$ cat config.mk
export PLATFORM = sky130hd
export DESIGN_NAME = j1_io_responder
export DESIGN_NICKNAME = d
export VERILOG_FILES = /design/src/rtl/j1_io_pkg.sv /design/src/rtl/j1_uart.sv /design/src/rtl/j1_io_responder.sv
export SDC_FILE = /design/constraint.sdc
export NUM_CORES = 1
export LEC_CHECK = 0
export ABC_AREA = 1
export CORE_ASPECT_RATIO = 0.9
export CORE_MARGIN = 5
export CORE_UTILIZATION = 40
export CTS_CLUSTER_DIAMETER = 120
export CTS_CLUSTER_SIZE = 28
export DETAILED_ROUTE_END_ITERATION = 8
export GPL_TIMING_DRIVEN = 0
export PLACE_DENSITY = 0.6
export SLEW_MARGIN = 20
export SYNTH_ARGS = -nofsm -noshare
export SYNTH_HDL_FRONTEND = slang
export SYNTH_SLANG_ARGS = --single-unit
export TNS_END_PERCENT = 5
$ cat constraint.sdc
create_clock -name clk -period 3.7 [get_ports clk]
set_clock_uncertainty 0.2 [all_clocks]
set_input_delay 0.555 -clock clk [delete_from_list [all_inputs] [get_ports clk]]
set_output_delay 0.555 -clock clk [all_outputs]
set_load 0.02 [all_outputs]
$ cat src/rtl/j1_io_pkg.sv
// Shared constants for the j1 IO responder: address map, status bits, FSM encodings.
package j1_io_pkg;

   // One-hot address bits; a read ORs every selected field together.
   localparam logic [15:0] IO_GPIO_OUT   = 16'h0001;
   localparam logic [15:0] IO_GPIO_IN    = 16'h0002;
   localparam logic [15:0] IO_UART_DATA  = 16'h1000;
   localparam logic [15:0] IO_UART_STAT  = 16'h2000;
   localparam logic [15:0] IO_TMR_RELOAD = 16'h4000;
   localparam logic [15:0] IO_TMR_COUNT  = 16'h8000;

   // UART_STAT bit positions
   localparam int STAT_TX_READY  = 0;
   localparam int STAT_RX_VALID  = 1;
   localparam int STAT_OVERRUN   = 2;
   localparam int STAT_FRAME_ERR = 3;

   typedef enum logic [1:0] {TX_IDLE, TX_START, TX_DATA, TX_STOP} tx_state_e;
   typedef enum logic [1:0] {RX_IDLE, RX_START, RX_DATA, RX_STOP} rx_state_e;

endpackage

$ cat src/rtl/j1_uart.sv
// 8N1 UART with byte-level interface. TX line is registered; RX result is a
// one-cycle combinational strobe in the cycle the stop bit is sampled.
module j1_uart
   import j1_io_pkg::*;
#(
   parameter int CLKS_PER_BIT = 104
) (
   input  logic       clk,
   input  logic       resetq,
   input  logic       tx_start,
   input  logic [7:0] tx_byte,
   output logic       tx_ready,
   output logic       uart_tx,
   input  logic       uart_rx,
   output logic       rx_strobe,
   output logic [7:0] rx_byte,
   output logic       rx_frame_err
);

   localparam int CW = (CLKS_PER_BIT > 2) ? $clog2(CLKS_PER_BIT) : 1;
   localparam logic [CW-1:0] BIT_LAST  = CW'(CLKS_PER_BIT - 1);
   localparam logic [CW-1:0] HALF_LAST = CW'(CLKS_PER_BIT / 2 - 1);

   tx_state_e     tx_state_q, tx_state_d;
   logic [CW-1:0] tx_cnt_q, tx_cnt_d;
   logic [2:0]    tx_bit_q, tx_bit_d;
   logic [7:0]    tx_shift_q, tx_shift_d;
   logic          tx_line_q, tx_line_d;
   logic          tx_bit_end;

   rx_state_e     rx_state_q, rx_state_d;
   logic [CW-1:0] rx_cnt_q, rx_cnt_d;
   logic [2:0]    rx_bit_q, rx_bit_d;
   logic [7:0]    rx_shift_q, rx_shift_d;
   logic [1:0]    rx_sync_q;
   logic          rx_prev_q;
   logic          rx_s;
   logic          rx_bit_end;
   logic          rx_half;

   assign tx_bit_end = (tx_cnt_q == BIT_LAST);
   assign rx_s       = rx_sync_q[1];
   assign rx_bit_end = (rx_cnt_q == BIT_LAST);
   assign rx_half    = (rx_cnt_q == HALF_LAST);

   // TX state and datapath registers; the line idles high, also while in reset
   always_ff @(posedge clk or negedge resetq) begin
      if (!resetq) begin
         tx_state_q <= TX_IDLE;
         tx_cnt_q   <= '0;
         tx_bit_q   <= '0;
         tx_shift_q <= '0;
         tx_line_q  <= 1'b1;
      end else begin
         tx_state_q <= tx_state_d;
         tx_cnt_q   <= tx_cnt_d;
         tx_bit_q   <= tx_bit_d;
         tx_shift_q <= tx_shift_d;
         tx_line_q  <= tx_line_d;
      end
   end

   // TX next state: each non-idle state lasts one bit period
   always_comb begin
      tx_state_d = tx_state_q;
      case (tx_state_q)
         TX_IDLE:  if (tx_start) tx_state_d = TX_START;
         TX_START: if (tx_bit_end) tx_state_d = TX_DATA;
         TX_DATA:  if (tx_bit_end && tx_bit_q == 3'd7) tx_state_d = TX_STOP;
         TX_STOP:  if (tx_bit_end) tx_state_d = TX_IDLE;
         default:  tx_state_d = TX_IDLE;
      endcase
   end

   // TX datapath: the line value for the next bit is loaded at each bit boundary
   always_comb begin
      tx_cnt_d   = (tx_state_q == TX_IDLE || tx_bit_end) ? '0 : tx_cnt_q + 1'b1;
      tx_bit_d   = tx_bit_q;
      tx_shift_d = tx_shift_q;
      tx_line_d  = tx_line_q;
      case (tx_state_q)
         TX_IDLE: begin
            if (tx_start) begin
               tx_shift_d = tx_byte;
               tx_bit_d   = '0;
               tx_line_d  = 1'b0;
            end
         end
         TX_START: begin
            if (tx_bit_end) begin
               tx_line_d  = tx_shift_q[0];
               tx_shift_d = {1'b0, tx_shift_q[7:1]};
            end
         end
         TX_DATA: begin
            if (tx_bit_end) begin
               if (tx_bit_q == 3'd7) begin
                  tx_line_d = 1'b1;
               end else begin
                  tx_line_d  = tx_shift_q[0];
                  tx_shift_d = {1'b0, tx_shift_q[7:1]};
                  tx_bit_d   = tx_bit_q + 3'd1;
               end
            end
         end
         TX_STOP:  tx_line_d = 1'b1;
         default:  tx_line_d = 1'b1;
      endcase
   end

   // RX synchronizer, edge history and FSM registers
   always_ff @(posedge clk or negedge resetq) begin
      if (!resetq) begin
         rx_sync_q  <= 2'b11;
         rx_prev_q  <= 1'b1;
         rx_state_q <= RX_IDLE;
         rx_cnt_q   <= '0;
         rx_bit_q   <= '0;
         rx_shift_q <= '0;
      end else begin
         rx_sync_q  <= {rx_sync_q[0], uart_rx};
         rx_prev_q  <= rx_s;
         rx_state_q <= rx_state_d;
         rx_cnt_q   <= rx_cnt_d;
         rx_bit_q   <= rx_bit_d;
         rx_shift_q <= rx_shift_d;
      end
   end

   // RX next state: falling edge starts, half-bit recheck filters glitches
   always_comb begin
      rx_state_d = rx_state_q;
      case (rx_state_q)
         RX_IDLE:  if (rx_prev_q && !rx_s) rx_state_d = RX_START;
         RX_START: if (rx_half) rx_state_d = rx_s ? RX_IDLE : RX_DATA;
         RX_DATA:  if (rx_bit_end && rx_bit_q == 3'd7) rx_state_d = RX_STOP;
         RX_STOP:  if (rx_bit_end) rx_state_d = RX_IDLE;
         default:  rx_state_d = RX_IDLE;
      endcase
   end

   // RX datapath: after the half-bit recheck, every full period lands mid-bit
   always_comb begin
      rx_cnt_d   = rx_cnt_q + 1'b1;
      rx_bit_d   = rx_bit_q;
      rx_shift_d = rx_shift_q;
      case (rx_state_q)
         RX_IDLE:  begin rx_cnt_d = '0; rx_bit_d = '0; end
         RX_START: if (rx_half) rx_cnt_d = '0;
         RX_DATA: begin
            if (rx_bit_end) begin
               rx_cnt_d   = '0;
               rx_shift_d = {rx_s, rx_shift_q[7:1]};
               rx_bit_d   = rx_bit_q + 3'd1;
            end
         end
         RX_STOP:  if (rx_bit_end) rx_cnt_d = '0;
         default:  rx_cnt_d = '0;
      endcase
   end

   // Outputs
   always_comb begin
      tx_ready     = (tx_state_q == TX_IDLE);
      uart_tx      = tx_line_q;
      rx_byte      = rx_shift_q;
      rx_strobe    = (rx_state_q == RX_STOP) && rx_bit_end && rx_s;
      rx_frame_err = (rx_state_q == RX_STOP) && rx_bit_end && !rx_s;
   end

endmodule

$ cat src/rtl/j1_io_responder.sv
// IO-space slave for the j1 core: GPIO, UART and periodic timer behind a
// one-hot address decode. Read data is combinational from mem_addr.
module j1_io_responder
   import j1_io_pkg::*;
#(
   parameter int CLKS_PER_BIT = 104,
   parameter int GPIO_W       = 8
) (
   input  logic              clk,
   input  logic              resetq,
   input  logic              io_rd,
   input  logic              io_wr,
   input  logic [15:0]       mem_addr,
   input  logic [15:0]       dout,
   output logic [15:0]       io_din,
   output logic              interrupt_request,
   input  logic              uart_rx,
   output logic              uart_tx,
   input  logic [GPIO_W-1:0] gpio_in,
   output logic [GPIO_W-1:0] gpio_out
);

   logic sel_gpio_out, sel_gpio_in, sel_uart_data, sel_uart_stat, sel_reload, sel_count;
   logic unused_addr_bits;

   logic [GPIO_W-1:0] gpio_out_q, gpio_out_d;
   logic [GPIO_W-1:0] gpio_s1_q, gpio_s2_q;

   logic [7:0]  rx_data_q, rx_data_d;
   logic        rx_valid_q, rx_valid_d;
   logic        overrun_q, overrun_d;
   logic        frame_err_q, frame_err_d;

   logic [15:0] reload_q, reload_d;
   logic [15:0] count_q, count_d;
   logic        pending_q, pending_d;

   logic        tx_start, tx_ready;
   logic        rx_strobe, rx_frame_err;
   logic [7:0]  rx_byte;
   logic        rd_data, rd_stat;
   logic [3:0]  stat;

   assign sel_gpio_out  = |(mem_addr & IO_GPIO_OUT);
   assign sel_gpio_in   = |(mem_addr & IO_GPIO_IN);
   assign sel_uart_data = |(mem_addr & IO_UART_DATA);
   assign sel_uart_stat = |(mem_addr & IO_UART_STAT);
   assign sel_reload    = |(mem_addr & IO_TMR_RELOAD);
   assign sel_count     = |(mem_addr & IO_TMR_COUNT);
   assign unused_addr_bits = ^mem_addr[11:2];

   assign rd_data  = io_rd && sel_uart_data;
   assign rd_stat  = io_rd && sel_uart_stat;
   // A busy transmitter ignores tx_start, which is how mid-frame writes get dropped
   assign tx_start = io_wr && sel_uart_data;

   j1_uart #(.CLKS_PER_BIT(CLKS_PER_BIT)) u_uart (
      .clk          (clk),
      .resetq       (resetq),
      .tx_start     (tx_start),
      .tx_byte      (dout[7:0]),
      .tx_ready     (tx_ready),
      .uart_tx      (uart_tx),
      .uart_rx      (uart_rx),
      .rx_strobe    (rx_strobe),
      .rx_byte      (rx_byte),
      .rx_frame_err (rx_frame_err)
   );

   // All responder state, including the GPIO input synchronizer
   always_ff @(posedge clk or negedge resetq) begin
      if (!resetq) begin
         gpio_s1_q   <= '0;
         gpio_s2_q   <= '0;
         gpio_out_q  <= '0;
         rx_data_q   <= '0;
         rx_valid_q  <= 1'b0;
         overrun_q   <= 1'b0;
         frame_err_q <= 1'b0;
         reload_q    <= '0;
         count_q     <= '0;
         pending_q   <= 1'b0;
      end else begin
         gpio_s1_q   <= gpio_in;
         gpio_s2_q   <= gpio_s1_q;
         gpio_out_q  <= gpio_out_d;
         rx_data_q   <= rx_data_d;
         rx_valid_q  <= rx_valid_d;
         overrun_q   <= overrun_d;
         frame_err_q <= frame_err_d;
         reload_q    <= reload_d;
         count_q     <= count_d;
         pending_q   <= pending_d;
      end
   end

   // GPIO output register write
   always_comb begin
      gpio_out_d = gpio_out_q;
      if (io_wr && sel_gpio_out) gpio_out_d = dout[GPIO_W-1:0];
   end

   // UART flags: a new event beats a clearing read in the same cycle
   always_comb begin
      rx_data_d   = rx_data_q;
      rx_valid_d  = rx_valid_q && !rd_data;
      overrun_d   = overrun_q && !rd_stat;
      frame_err_d = (frame_err_q && !rd_stat) || rx_frame_err;
      if (rx_strobe) begin
         rx_data_d  = rx_byte;
         rx_valid_d = 1'b1;
         if (rx_valid_q && !rd_data) overrun_d = 1'b1;
      end
   end

   // Timer: reload write restarts the count; expiry set wins over the ack
   always_comb begin
      reload_d  = reload_q;
      count_d   = count_q;
      pending_d = pending_q && !(io_wr && sel_count);
      if (io_wr && sel_reload) begin
         reload_d = dout;
         count_d  = dout;
      end else if (reload_q == '0) begin
         count_d = '0;
      end else if (count_q == '0) begin
         count_d   = reload_q;
         pending_d = 1'b1;
      end else begin
         count_d = count_q - 16'd1;
      end
   end

   // Read mux: OR of every selected field, independent of io_rd
   always_comb begin
      stat                 = '0;
      stat[STAT_TX_READY]  = tx_ready;
      stat[STAT_RX_VALID]  = rx_valid_q;
      stat[STAT_OVERRUN]   = overrun_q;
      stat[STAT_FRAME_ERR] = frame_err_q;
      io_din = '0;
      if (sel_gpio_out)  io_din[GPIO_W-1:0] = io_din[GPIO_W-1:0] | gpio_out_q;
      if (sel_gpio_in)   io_din[GPIO_W-1:0] = io_din[GPIO_W-1:0] | gpio_s2_q;
      if (sel_uart_data) io_din = io_din | {8'h00, rx_data_q};
      if (sel_uart_stat) io_din = io_din | {12'h000, stat};
      if (sel_reload)    io_din = io_din | reload_q;
      if (sel_count)     io_din = io_din | count_q;
   end

   assign gpio_out          = gpio_out_q;
   assign interrupt_request = pending_q;

endmodule
==> metrics, run 1 <==
DR DRC count 0; R2R Path Start u_uart.tx_state_q[0]$_DFFE_PN0P_; Synth Register Bits 112; TritonCTS Buffers 9; H-tree depth 3; Final period util 0.910; die area 16200 µm²; fillcell total 1285; Synth Area in XOR/XNOR 0.00954; Final Net Count a little under 800; pwr/cell area ~600 nW/µm²; Synth Area in Simple Gates 0.251; largest net degree at the start of global routing between 70 and 80; switching pwr 1.44 mW; Layout area overhead 21.0%; port bufs 57; final setup vio count 0; Tightest Hold Check Type reg2reg; Max Cap Violations 0; Clock Sinks between 100 and 150; unrepaired setup endpoints after global routing false; Leakage between 3 and 4 nW; postcts setup bufs 0; antenna violations before repair 0; CTS tree yes; worst setup path class in2out; wirelength, routed between 10 and 15 mm; DR vias approximately 4500; Slew @ Worst Pin 0.633 ns; Worst-Skew Late Latency roughly 0.36 ns; Die X-Extent around 130 µm; Max Clock Freq a little under 300 MHz; Yosys cell types 39; CTS-repair resized insts 0; total global routing overflow 0; power share of the combinational group 0.329; first-pass GRT wire length roughly 23 mm; Setup crit start mem_addr[14]; synthesized cell area approximately 5500 µm²; CTS max path bufs 2; critical path arrival about 2.6 ns; 1st-pass router iterations 5; GRT Overall Usage 0.175; mux cell area share after synthesis 0; Ports 71; CP Max Fanout 10; Rel. slew slack 0.578; die height about 120 µm; clock power share 0.269; Hold Fails Final Rpt 0; post-synthesis sequential area ratio 0.510; HPWL after DPL 10.2 mm; final setup margin 0.334 ns; worst r2r path cells 9; Core Util, Final 0.497; reg2reg setup slack 1.70 ns; clock slew at reported path FFs around 0.08 ns; Starting Density 0.411; CP Capture Type output pin; GP Congestion 0.925; Synthesized Nets 722; Critical R2R Capture u_uart.tx_shift_q[6]$_DFFE_PN0P_; number of global-route vias before repair between 4000 and 5000; worst slack, placed 0.359 ns; core area ~13000 µm²; Yosys Warn Count 0; Mean Syn Cell Area between 8 and 9 µm²; post-synthesis cell count between 600 and 700; post-route minimum period about 3.4 ns; Synth Area in Adders 0.0295; largest family of logic cells by synthesized area simple AND/OR/NAND/NOR gates; post-route ant nets 0; num rows 40; Int Power 2.46 mW; CTS Root Cell clkbuf_16; sequential power share 0.403; switch share 0.370; layout cells sized above 1 0.0893; Synth Area in Compound Gates 0.123; maximum VDD drop around 0.00025 V; via/cell ratio roughly 5; routed len/inst between 10 and 15 µm; Startpoint Class input port; DRT iter0 DRCs around 390; Setup crit end io_din[1]; Ant. Diodes 0; status finished clean; Worst EP required roughly 3 ns; Slew Limit Fails 0
worst max-delay path, cell delays in order:
cell and delay (ns):
clkdlybuf4s50_1 0.45, inv_1 0.23, clkbuf_1 0.51, o221ai_1 0.26, clkdlybuf4s50_1 0.60
worst min path at each step:
stage	startpoint	endpoint	slack (ns)	cells past startpoint
finish	gpio_s1_q[5]$_DFF_PN0_	gpio_s2_q[5]$_DFF_PN0_	0.15	0
global route	gpio_s1_q[7]$_DFF_PN0_	gpio_s2_q[7]$_DFF_PN0_	0.16	0
CTS	u_uart.rx_sync_q[0]$_DFF_PN1_	u_uart.rx_sync_q[1]$_DFF_PN1_	0.16	0
detailed placement	gpio_s1_q[7]$_DFF_PN0_	gpio_s2_q[7]$_DFF_PN0_	0.14	0
floorplan	resetq	async pin	0.06	0
global placement	gpio_s1_q[5]$_DFF_PN0_	gpio_s2_q[5]$_DFF_PN0_	0.14	0
registers in the layout, summed over array words and instances, names as in the netlist, named ones only:
name and count:
overrun_q 1, rx_data_q 8, gpio_out 8, u_uart.uart_tx 1
u_uart.tx_shift_q 8, u_uart.tx_cnt_q 7, u_uart.rx_byte 8, frame_err_q 1
u_uart.tx_bit_q 3, reload_q 16, u_uart.rx_cnt_q 7, u_uart.rx_state_q 1
interrupt_request 1, rx_valid_q 1, count_q 16, u_uart.rx_bit_q 3
u_uart.rx_sync_q 2, gpio_s2_q 8, u_uart.tx_state_q 2, gpio_s1_q 8
u_uart.rx_prev_q 1
power groups by stage:
stage | Combinational, mW | Sequential, mW | Clock [mW]
2_1_floorplan | 0.902 | 1.56 | 0
3_3_place_gp | 1.25 | 1.58 | 0
3_5_place_dp | 1.28 | 1.59 | 0
4_1_cts | 1.29 | 1.57 | 1.08
5_1_grt | 1.44 | 1.60 | 1.12
6_report | 1.28 | 1.57 | 1.05
final cells by class:
class / count / area [µm²] / area share
Sequential cell: 112 / 2810 / 0.421
Multi-Input combinational cell: 447 / 2280 / 0.342
Timing Repair Buffer: 59 / 609 / 0.0914
Inverter: 88 / 332 / 0.0498
Clock buffer: 10 / 239 / 0.0359
Tap cell: 168 / 210 / 0.0315
Clock inverter: 6 / 96.3 / 0.0145
Buffer: 17 / 92.6 / 0.0139
Yosys cell counts:
cell	count	area, µm²
nor2_4	2	22.5
o21ai_1	9	45.0
o21ai_2	17	149
dfrtp_1	108	2700
dfstp_2	4	105
buf_4	2	15.0
nor2_1	81	304
inv_1	85	319
nor3b_1	1	7.51
a21oi_1	17	85.1
a21oi_4	1	16.3
xnor2_1	2	17.5
a221oi_1	3	26.3
nor3_1	1	5.00
a211oi_1	1	7.51
nor2_2	2	12.5
buf_2	5	25.0
clkinv_2	1	5.00
o21ai_0	37	185
o22ai_1	7	43.8
o2111ai_1	1	8.76
a22o_1	4	35.0
or2_4	1	8.76
clkbuf_1	8	30.0
nand2_4	1	11.3
or2_2	1	6.26
a21oi_2	1	8.76
nand4_4	1	21.3
o221ai_1	7	61.3
ha_1	13	163
nand2_1	172	646
o31ai_1	1	7.51
nand2_2	3	18.8
buf_6	2	22.5
xor2_1	4	35.0
nand4_1	11	68.8
inv_2	2	7.51
nand3_1	43	215
nand3_4	2	35.0
placed cells by master (no fill, tap or decap), drive strengths merged:
master	count
buf	11
xor2	4
o21ai	63
nor3	1
a221oi	3
nand4	12
dfrtp	108
inv	89
a21oi	19
o2111ai	1
nor3b	1
o221ai	7
nor2	85
bufinv	1
dfstp	4
clkdlybuf4s50	56
ha	13
nand2	176
clkbuf	18
o22ai	7
xnor2	2
dlygate4sd3	1
nand3	45
a211oi	1
clkinv	4
a22o	4
o31ai	1
or2	2
timing repair:
action                                 CTS  global route
setup endpoints to repair                0             0
endpoints found under the hold margin   39             0
hold buffers                             1             0
cells by family after synthesis:
family                   after synthesis
XOR/XNOR                               6
AO/OA/AOI/OAI                        106
AND/OR/NAND/NOR                      322
adder cells (fa/ha/maj)               13
flip-flops                           112
buffers and inverters                105
metal layers:
layer | up-vias | track usage | wire length (µm)
met4 | 0 | 0.0482 | 270
li1 | 2279 | - | -
met5 | - | 0 | 0
met1 | 2121 | 0.242 | 6530
met2 | 127 | 0.274 | 6130
met3 | 19 | 0.0456 | 628
per-stage QoR:
stage	power (mW)	TNS [ns]	instances	area [µm²]	hold slack, ns
2_1_floorplan	2.47	0	664	5510	0.0594
3_3_place_gp	2.84	-268.39	889	6290	0.136
3_5_place_dp	2.87	0	890	6320	0.141
4_1_cts	3.94	0	907	6660	0.159
5_1_grt	4.16	0	907	6660	0.163
6_report	3.90	0	907	6660	0.154
No activity file was read; power rests on OpenSTA's default activity.
==> run 2: changes to the inputs <==
Settings changed: CAP_MARGIN set to 30.
==> metrics, run 2 (synthesized netlist as in run 1, its figures left out) <==
status finished clean; die area 16200 µm² (unchanged); die height 121 µm (unchanged); CTS Root Cell clkbuf_16; maximum VDD drop 0.000246 V (unchanged); via/cell ratio 5.01 (unchanged); commonest non-fill, non-tap cells in the layout 172 x nand2_1, 108 x dfrtp_1, 85 x inv_1; GP Congestion 0.925 (unchanged); CTS tree yes; Final period util 0.910 (unchanged); Final Instance Area 6660 µm² (unchanged); Critical R2R Capture u_uart.tx_shift_q[6]$_DFFE_PN0P_; Die X-Extent 134 µm (unchanged); CP max stage delay 0.60 ns (about the same); Tot Pwr 3.90 mW (unchanged); R2R Path Start u_uart.tx_state_q[0]$_DFFE_PN0P_; grt met1 use 0.242 (unchanged); CTS max path bufs 2 (unchanged); Hold Path Depth 0 (unchanged); port bufs 57 (unchanged); TritonCTS Buffers 9 (unchanged); hold path start gpio_s1_q[5]$_DFF_PN0_; pwr/cell area 586 nW/µm² (unchanged); Leakage 3.21 nW (unchanged); Slew @ Worst Pin 0.633 ns (unchanged); Max Clock Freq 297 MHz (unchanged); antenna violations before repair 0 (unchanged); Max Cap Violations 0 (unchanged); reg2reg setup slack 1.70 ns (about the same); Final Net Count 792 (unchanged); unrepaired setup endpoints after global routing false; total global routing overflow 0 (unchanged); Worst Path Buf+Inv 4 (unchanged); Critical Path Stages 5 (unchanged); worst r2r path cells 9 (unchanged); placed cell area 6320 µm² (unchanged); final setup vio count 0 (unchanged); Slowest-stage cell, CP clkdlybuf4s50_1; Ports 71 (unchanged); Critical Path Most Common Cell clkdlybuf4s50_1; Core Util, Final 0.497 (unchanged); Slew Limit Fails 0 (unchanged); routing usage on met3 0.0456 (unchanged); Tightest Hold Check Type reg2reg; GRT Overall Usage 0.175 (unchanged); Ant. Diodes 0 (unchanged); Hold Path End gpio_s2_q[5]$_DFF_PN0_; Layout area overhead 21.0% (unchanged); CP cell instances clkdlybuf4s50_1 > inv_1 > clkbuf_1 > o221ai_1 > clkdlybuf4s50_1; DRT iter0 DRCs 387 (unchanged); Worst-Skew Late Latency 0.36 ns (about the same); postcts setup bufs 0 (unchanged); routed len/inst 14.9 µm (unchanged); busiest grt layer met2; post-route minimum period 3.37 ns (unchanged); Worst EP required 2.94 ns (about the same); CTS-repair resized insts 0 (unchanged); core area 13400 µm² (unchanged); largest registers count_q: 16 flops, reload_q: 16 flops; H-tree depth 3 (unchanged); HPWL after DPL 10.2 mm (unchanged); met2 GRT Util 0.274 (unchanged); 1st-pass router iterations 5 (unchanged); layout cells sized above 1 0.0893 (unchanged); hold buffer count at cts 1 (unchanged); CP Capture Type output pin; wirelength, routed 13.6 mm (unchanged); number of global-route vias before repair 4510 (unchanged); DR DRC count 0 (unchanged); DR vias 4546 (unchanged); Non-Filler Instances 907 (unchanged); largest net degree at the start of global routing 74 (unchanged); CP Max Fanout 10 (unchanged); clock slew at reported path FFs 0.08 ns (about the same); Rel. slew slack 0.578 (unchanged); leading cell type in the layout, fill and taps excluded nand2_1; Starting Density 0.411 (unchanged); critical path arrival 2.61 ns (about the same); Cells after DPL 890 (unchanged); first-pass GRT wire length 22.5 mm (unchanged); num rows 40 (unchanged); worst setup path class in2out; Hold Fails Final Rpt 0 (unchanged); Startpoint Class input port; Clock Sinks 112 (unchanged); post-route ant nets 0 (unchanged); CP delay by family, top buffers and inverters
run 2: power by group:
| part | leakage [nW] | switching [mW] | internal, mW |
|---|---|---|---|
| Sequential | 1.42 | 0.157 | 1.41 |
| Combinational | 1.63 | 0.803 | 0.480 |
| Clock | 0.162 | 0.483 | 0.566 |
| Total | 3.21 | 1.44 | 2.46 |
run 2: through the flow:
step / setup slack [ns] / setup TNS [ns] / hold slack [ns]
2_1_floorplan: 1.61 / 0 / 0.0594
3_3_place_gp: -2.46 / -268.39 / 0.136
3_5_place_dp: 0.359 / 0 / 0.141
4_1_cts: 0.359 / 0 / 0.159
5_1_grt: 0.268 / 0 / 0.163
6_report: 0.334 / 0 / 0.154
run 2: metal layers:
metal | vias up | wire, µm
met1 | 2121 | 6530
met3 | 19 | 628
met4 | 0 | 270
li1 | 2279 | -
met5 | - | 0
met2 | 127 | 6130
run 2: final cells by class:
| class | instances | area, µm² |
|---|---|---|
| fillers | 1285 | 6750 |
| flip-flops and latches | 112 | 2810 |
| multi-input cells | 447 | 2280 |
| repair buffers | 59 | 609 |
| inverters | 88 | 332 |
| clock buffers | 10 | 239 |
| well taps | 168 | 210 |
| clock inverters | 6 | 96.3 |
| plain buffers | 17 | 92.6 |
run 2: how the worst max path moves through the flow:
stage	end	slack (ns)	start
after floorplan	io_din[13]	1.61	mem_addr[14]
after global placement	u_uart.rx_cnt_q[2]$_DFF_PN0_	-2.46	resetq
after detailed placement	io_din[5]	0.36	mem_addr[15]
after CTS	io_din[5]	0.36	mem_addr[15]
after global routing	io_din[5]	0.27	mem_addr[15]
final	io_din[1]	0.33	mem_addr[14]
run 2: worst register-to-register path: cells and delay by family (launching register included):
kind,cells,cell delay (ns)
AO/OA/AOI/OAI,3,0.35
adder cells (fa/ha/maj),1,0.30
buffers and inverters,3,0.44
flip-flops,1,0.43
AND/OR/NAND/NOR,2,0.17
